<file path="src/rtl/bp_me_burst_to_lite_reassembler.sv">
// bp_me_burst_to_lite_reassembler
//   Receiver end of a BedRock burst link. It collects one header beat and the
//   data beats that follow it, then presents the whole message as a single lite
//   message {data, header}. Only one message is held at a time.
//
// Ports
//   clk_i, reset_i       clock; asynchronous active-high reset
//   header_i/_v_i        burst header and its valid
//   header_has_data_i    header is followed by data beats
//   header_ready_o       header can be taken (idle only)
//   data_i/_v_i          burst data beat and its valid
//   data_ready_o         data beat can be taken (collecting beats only)
//   msg_o, v_o           reassembled lite message and its valid
//   yumi_i               consumer takes msg_o this cycle

module bp_me_burst_to_lite_reassembler #(
  parameter int header_width_p   = 64,
  parameter int in_data_width_p  = 64,
  parameter int out_data_width_p = 512,
  parameter int size_lsb_p       = 0
) (
  input  logic                                       clk_i,
  input  logic                                       reset_i,
  input  logic [header_width_p-1:0]                  header_i,
  input  logic                                       header_v_i,
  input  logic                                       header_has_data_i,
  output logic                                       header_ready_o,
  input  logic [in_data_width_p-1:0]                 data_i,
  input  logic                                       data_v_i,
  output logic                                       data_ready_o,
  output logic [header_width_p+out_data_width_p-1:0] msg_o,
  output logic                                       v_o,
  input  logic                                       yumi_i
);

  localparam int ratio_lp     = out_data_width_p / in_data_width_p;
  localparam int cnt_width_lp = $clog2(ratio_lp) + 1;
  localparam int idx_width_lp = $clog2(out_data_width_p);

  typedef enum logic [1:0] {
    e_ready = 2'd0,
    e_data  = 2'd1,
    e_send  = 2'd2
  } state_e;

  state_e                      state_r, state_next_s;
  logic [header_width_p-1:0]   header_r;
  logic                        has_data_r;
  logic [cnt_width_lp-1:0]     count_r;
  logic [cnt_width_lp-1:0]     beats_r;
  logic [cnt_width_lp-1:0]     beats_s;
  logic [out_data_width_p-1:0] data_r;
  logic [out_data_width_p-1:0] data_fill_s;

  // Number of burst beats a header announces; a block narrower than one beat
  // still travels in one beat.
  function automatic logic [cnt_width_lp-1:0] beats_f(input logic [2:0] size,
                                                      input logic       has_data);
    int beat_cnt;
    beat_cnt = (32'sd8 << size) / in_data_width_p;
    if (!has_data) begin
      beats_f = '0;
    end else if (beat_cnt < 32'sd1) begin
      beats_f = cnt_width_lp'(1'b1);
    end else begin
      beats_f = cnt_width_lp'(beat_cnt);
    end
  endfunction

  assign beats_s = beats_f(header_i[size_lsb_p +: 3], header_has_data_i);

  // State register.
  always_ff @(posedge clk_i or posedge reset_i) begin
    if (reset_i) begin
      state_r <= e_ready;
    end else begin
      state_r <= state_next_s;
    end
  end

  // Next state and handshake outputs; readies depend on state only.
  always_comb begin
    state_next_s   = state_r;
    header_ready_o = 1'b0;
    data_ready_o   = 1'b0;
    v_o            = 1'b0;
    case (state_r)
      e_ready: begin
        // state_r already sits in e_ready during reset, so gate the ready.
        header_ready_o = ~reset_i;
        if (header_v_i) begin
          if (beats_s == '0) begin
            state_next_s = e_send;
          end else begin
            state_next_s = e_data;
          end
        end else begin
          state_next_s = e_ready;
        end
      end
      e_data: begin
        data_ready_o = 1'b1;
        if (data_v_i && (count_r == beats_r - cnt_width_lp'(1'b1))) begin
          state_next_s = e_send;
        end else begin
          state_next_s = e_data;
        end
      end
      e_send: begin
        v_o = 1'b1;
        if (yumi_i) begin
          state_next_s = e_ready;
        end else begin
          state_next_s = e_send;
        end
      end
      default: begin
        state_next_s = e_ready;
      end
    endcase
  end

  // Header capture and beat collection.
  always_ff @(posedge clk_i or posedge reset_i) begin
    if (reset_i) begin
      header_r   <= '0;
      has_data_r <= 1'b0;
      beats_r    <= '0;
      count_r    <= '0;
      data_r     <= '0;
    end else if ((state_r == e_ready) && header_v_i) begin
      header_r   <= header_i;
      has_data_r <= header_has_data_i;
      beats_r    <= beats_s;
      count_r    <= '0;
    end else if ((state_r == e_data) && data_v_i) begin
      for (int k = 0; k < ratio_lp; k++) begin
        if (count_r == cnt_width_lp'(k)) begin
          data_r[k*in_data_width_p +: in_data_width_p] <= data_i;
        end
      end
      count_r <= count_r + cnt_width_lp'(1'b1);
    end
  end

  // Replicate the low block-size bits of the collected data across the lite
  // data field. Block sizes are powers of two, so the wrap is a bit mask.
  always_comb begin
    int                      fill_bits;
    logic [idx_width_lp-1:0] fill_mask;
    logic [idx_width_lp-1:0] idx;
    data_fill_s = '0;
    fill_bits   = 32'sd8 << header_r[size_lsb_p +: 3];
    idx         = '0;
    if (fill_bits >= out_data_width_p) begin
      fill_mask = '1;
    end else begin
      fill_mask = idx_width_lp'(fill_bits - 32'sd1);
    end
    if (has_data_r) begin
      for (int i = 0; i < out_data_width_p; i++) begin
        idx            = idx_width_lp'(i) & fill_mask;
        data_fill_s[i] = data_r[idx];
      end
    end else begin
      data_fill_s = '0;
    end
  end

  assign msg_o = {data_fill_s, header_r};

  bp_me_burst_to_lite_reassembler_checker #(
    .out_data_width_p(out_data_width_p)
  ) checker_inst (
    .clk_i            (clk_i),
    .reset_i          (reset_i),
    .header_v_i       (header_v_i),
    .header_ready_o   (header_ready_o),
    .header_has_data_i(header_has_data_i),
    .header_size_i    (header_i[size_lsb_p +: 3]),
    .v_o              (v_o),
    .yumi_i           (yumi_i)
  );

endmodule

// Usage checks for the reassembler: the consumer must only take a message that
// is offered, and a data-carrying header must not announce more data than the
// lite data field holds.
module bp_me_burst_to_lite_reassembler_checker #(
  parameter int out_data_width_p = 512
) (
  input logic       clk_i,
  input logic       reset_i,
  input logic       header_v_i,
  input logic       header_ready_o,
  input logic       header_has_data_i,
  input logic [2:0] header_size_i,
  input logic       v_o,
  input logic       yumi_i
);

  yumi_needs_valid: assert property (@(posedge clk_i) disable iff (reset_i)
    yumi_i |-> v_o);

  size_fits_lite: assert property (@(posedge clk_i) disable iff (reset_i)
    (header_v_i && header_ready_o && header_has_data_i)
      |-> ((32'sd8 << header_size_i) <= out_data_width_p));

endmodule

</file>
<file path="config.mk">
export PLATFORM = sky130hd
export DESIGN_NAME = bp_me_burst_to_lite_reassembler
export DESIGN_NICKNAME = d
export VERILOG_FILES = /design/src/rtl/bp_me_burst_to_lite_reassembler.sv
export SDC_FILE = /design/constraint.sdc
export NUM_CORES = 2
export LEC_CHECK = 0
export CAP_MARGIN = 30
export CORE_MARGIN = 3
export CORE_UTILIZATION = 44
export DETAILED_ROUTE_END_ITERATION = 16
export PLACE_DENSITY = 0.68
export SYNTH_ARGS = -nofsm -noshare
export SYNTH_HDL_FRONTEND = slang
export SYNTH_SLANG_ARGS = --single-unit
</file>
<file path="constraint.sdc">
create_clock -name clk_i -period 34.6 [get_ports clk_i]
set_input_delay 6.92 -clock clk_i [delete_from_list [all_inputs] [get_ports clk_i]]
set_output_delay 6.92 -clock clk_i [all_outputs]
set_load 0.005 [all_outputs]
</file>
==> qor.csv <==
stage,metric,value,unit
yosys,synth_nets,3760,
detailed_routing,vias,34305,
floorplanning,core-area,0.0791,sq mm
worst_setup_path,cpMostUsedCell,clkdlybuf4s50_1,
grt,grt_pass1_wl,243,mm
timing,final.setup.tns,0,ps
timing,rsz0062_at_grt,no,
worst_setup_path,cpPeakStageDelay,550,ps
detailed_routing,finalWirelength,175,mm
placement,portBuffers,712,
grt,grt_max_degree,154,
timing,relSlewSlack,24.6,%
worst_hold_path,hp-class,flip-flop to flip-flop,
worst_setup_path,reg2reg_to,data_r[492],
detailed_routing,dr.pass1.iters,6,
placement,place.detailed.hpwl,122,mm
yosys,synth_top_family_by_area,multiplexers,
yosys,syn-instance-count,3620,
power,comb_power_share,69.0,%
worst_setup_path,r2r_start,state_r[0],
clock_tree,cts_sinks,587,
power,p_int,3.00,mW
clock_tree,clock_latency,630,ps
clock_tree,post_cts_buffers,0,
status,status,"complete, no violations",
detailed_routing,avgViaCountPerCell,6.49,
floorplanning,num_rows,103,
layout,drive_above_1_share,19.9,%
worst_setup_path,cpMaxStageDelayCell,clkdlybuf4s50_1,
yosys,yosys.area_share.simple,16.0,%
grt,antenna_found_initial,14,
floorplanning,dieHeight,289,um
worst_setup_path,crit_fanout,2,
yosys,synth_commonest_cells,"dfrtp_1 (587), mux2_2 (538), nand2_1 (536)",
yosys,synthTopCellsByArea,"dfrtp_1 (42%), mux2_2 (17%), mux2i_1 (6.1%)",
timing,skew,22.9,ps
clock_tree,htreeDepth,3,
detailed_routing,drtAntennaViolNets,0,
worst_setup_path,endpoint,header_ready_o,
grt,first_global_vias,32765,
yosys,synth_edf_count,0,
worst_setup_path,worstPathRequired,27680,ps
grt,grt_overflow_total,0,
clock_tree,cts_tree,built,
floorplanning,initial_core_util,44.5,%
floorplanning,die-area,0.0835,sq mm
yosys,ys_seq_elements,587,
worst_setup_path,crit_buf_inv,2,
yosys,synth_top_area_cell,dfrtp_1,
worst_setup_path,worstPathCellList,clkdlybuf4s50_1 > nor3_1 > clkdlybuf4s50_1,
placement,place_congestion,1.06,
timing,worstMarginPinSlew,1100,ps
power,leakagePower,20.6,nW
clock_tree,cts_resized,0,
yosys,synth_adder_area_share,0.213,%
yosys,yosysWarnings,0,
worst_setup_path,reg2reg_depth,7,
timing,max_freq,66.1,MHz
power,vdd_drop_max,132,uV
yosys,synth_compound_area_share,13.4,%
worst_setup_path,end_kind,output pin,
layout,instances_no_fill,5289,
yosys,synth_xor_xnor_area_share,0.224,%
timing,final-setup-viol-count,0,
yosys,avgSynthCellArea,9.73,sq um
detailed_routing,drc_errors,0,
clock_tree,cts_hold_buf,0,
layout,layout.nets,4315,
power,switchingPower,3.09,mW
clock_tree,cts_root_buf,clkbuf_16,
yosys,synthMuxAreaShare,23.8,%
worst_setup_path,cp_num_cells,3,
yosys,synth.cell_area,0.0352,sq mm
yosys,synth_flop_cell,dfrtp_1,
job,cap_violations,0,
detailed_routing,first_iter_violations,4717,
timing,finalCritPeriodShare,43.7,%
worst_setup_path,cp-start-kind,input pin,
yosys,synth_top_area_share,41.7,%
yosys,synth_async_sr_flop_share,100,%
worst_setup_path,worstSetupPathType,input pin to output pin,
timing,hold_violations,0,
timing,drv_slew,0,
timing,period_needed,15130,ps
clock_tree,cts_buffers,70,
worst_setup_path,r2r_slack,31070,ps
layout,area_growth,29.3,%
power,pwr-share-seq,18.1,%
worst_setup_path,crit_start,reset_i,
yosys,ys_types,94,
floorplanning,io-pin-count,713,
worst_setup_path,worstPathArrival,8210,ps
yosys,ys_seq_area_share,41.7,%
floorplanning,die_w,289,um
power,clock_power_share,12.9,%
placement,dp.cells,5146,
yosys,yosysMostFrequentCell,dfrtp_1,
grt,grt_util_all_layers,40.4,%
power,p_per_area,134,mW/mm^2
power,p_sw_share,50.7,%
clock_tree,clockBufferDepth,3,
detailed_routing,routedWlPerCell,33.0,um
clock_tree,clk_pin_slew,60,ps
worst_setup_path,crit_family,buffers and inverters,
## final cells by class
cell class,instances,area (sq um)
Fill cell,7012,33600
Multi-Input combinational cell,2690,19000
Sequential cell,587,14700
Timing Repair Buffer,807,8040
Clock buffer,105,2140
Tap cell,1050,1310
Clock inverter,22,259
Inverter,19,86.3
Antenna cell,9,22.5
## registers in the layout (all words and copies together) (netlist names)
register / count
state_r: 2
beats_r: 4
header_r: 64
count_r: 4
has_data_r: 1
data_r: 512
## metal layers
metal	track usage, %	vias up	routed length (um)
met5	0	-	56
met1	48.8	16887	62000
met3	16.2	704	23900
li1	-	14065	-
met4	26.5	10	13900
met2	59.5	2639	74800
## through the flow
stage	total power [mW]	setup slack, ps	hold slack [ps]	utilization [%]	instance area [sq um]
finish	6.08	19470	468	57.5	45500
global route	6.23	19370	492	57.5	45500
CTS	5.91	19430	476	57.4	45400
detailed placement	5.10	19450	462	54.3	43000
global placement	5.07	19450	459	54.1	42800
floorplan	3.01	11250	470	-	35200
## cell families after synthesis
group           count (synthesis)
mux                           760
buf+inv                       343
xor+xnor                        9
flops                         587
fa+ha+maj                       6
simple gates                 1229
compound gates                686
## cells in the final DEF, fill, tap and decap left out, types with 11 or more instances in the layout
cell and instances:
clkbuf_1 14, o211a_1 20, nor2b_1 12, o21ai_0 67, clkinv_2 12, o21a_1 18
a31oi_1 23, clkbuf_16 74, nor3_1 69, o32ai_1 20, a211oi_1 91, nand2b_1 30
nor2_1 283, and3_1 39, o22ai_1 24, o2bb2ai_1 13, mux2i_1 212, o31ai_1 14
or4_1 14, buf_4 79, and2_1 122, a22oi_1 11, dfrtp_1 583, mux2_2 538
a21oi_1 207, nand3_1 58, nand2_1 530, inv_1 14, clkbuf_8 17, o221ai_1 21
o211ai_1 29, clkdlybuf4s50_1 712, a311oi_1 11
## power by group through the flow
stage | Clock [mW] | Combinational (mW) | Sequential (mW)
floorplan | 0 | 2.03 | 0.977
global placement | 0 | 3.99 | 1.08
detailed placement | 0 | 4.02 | 1.09
CTS | 0.790 | 4.04 | 1.08
global route | 0.816 | 4.31 | 1.11
finish | 0.785 | 4.20 | 1.10
## worst min-delay path by stage
stage / end / slack (ps) / cells past startpoint / start
finish: header_r[62] / 470 / 2 / header_r[62]
global placement: header_r[27] / 460 / 2 / header_r[27]
floorplan: header_r[10] / 470 / 2 / header_r[10]
CTS: header_r[27] / 480 / 2 / header_r[27]
detailed placement: header_r[27] / 460 / 2 / header_r[27]
global route: header_r[27] / 490 / 2 / header_r[27]
## tightest hold or removal path, cell delays in order, from the launching register on
cell and delay (ps):
dfrtp_1 340, nand2_1 50, nand2_1 50
Power figures use the tool's default switching activity.
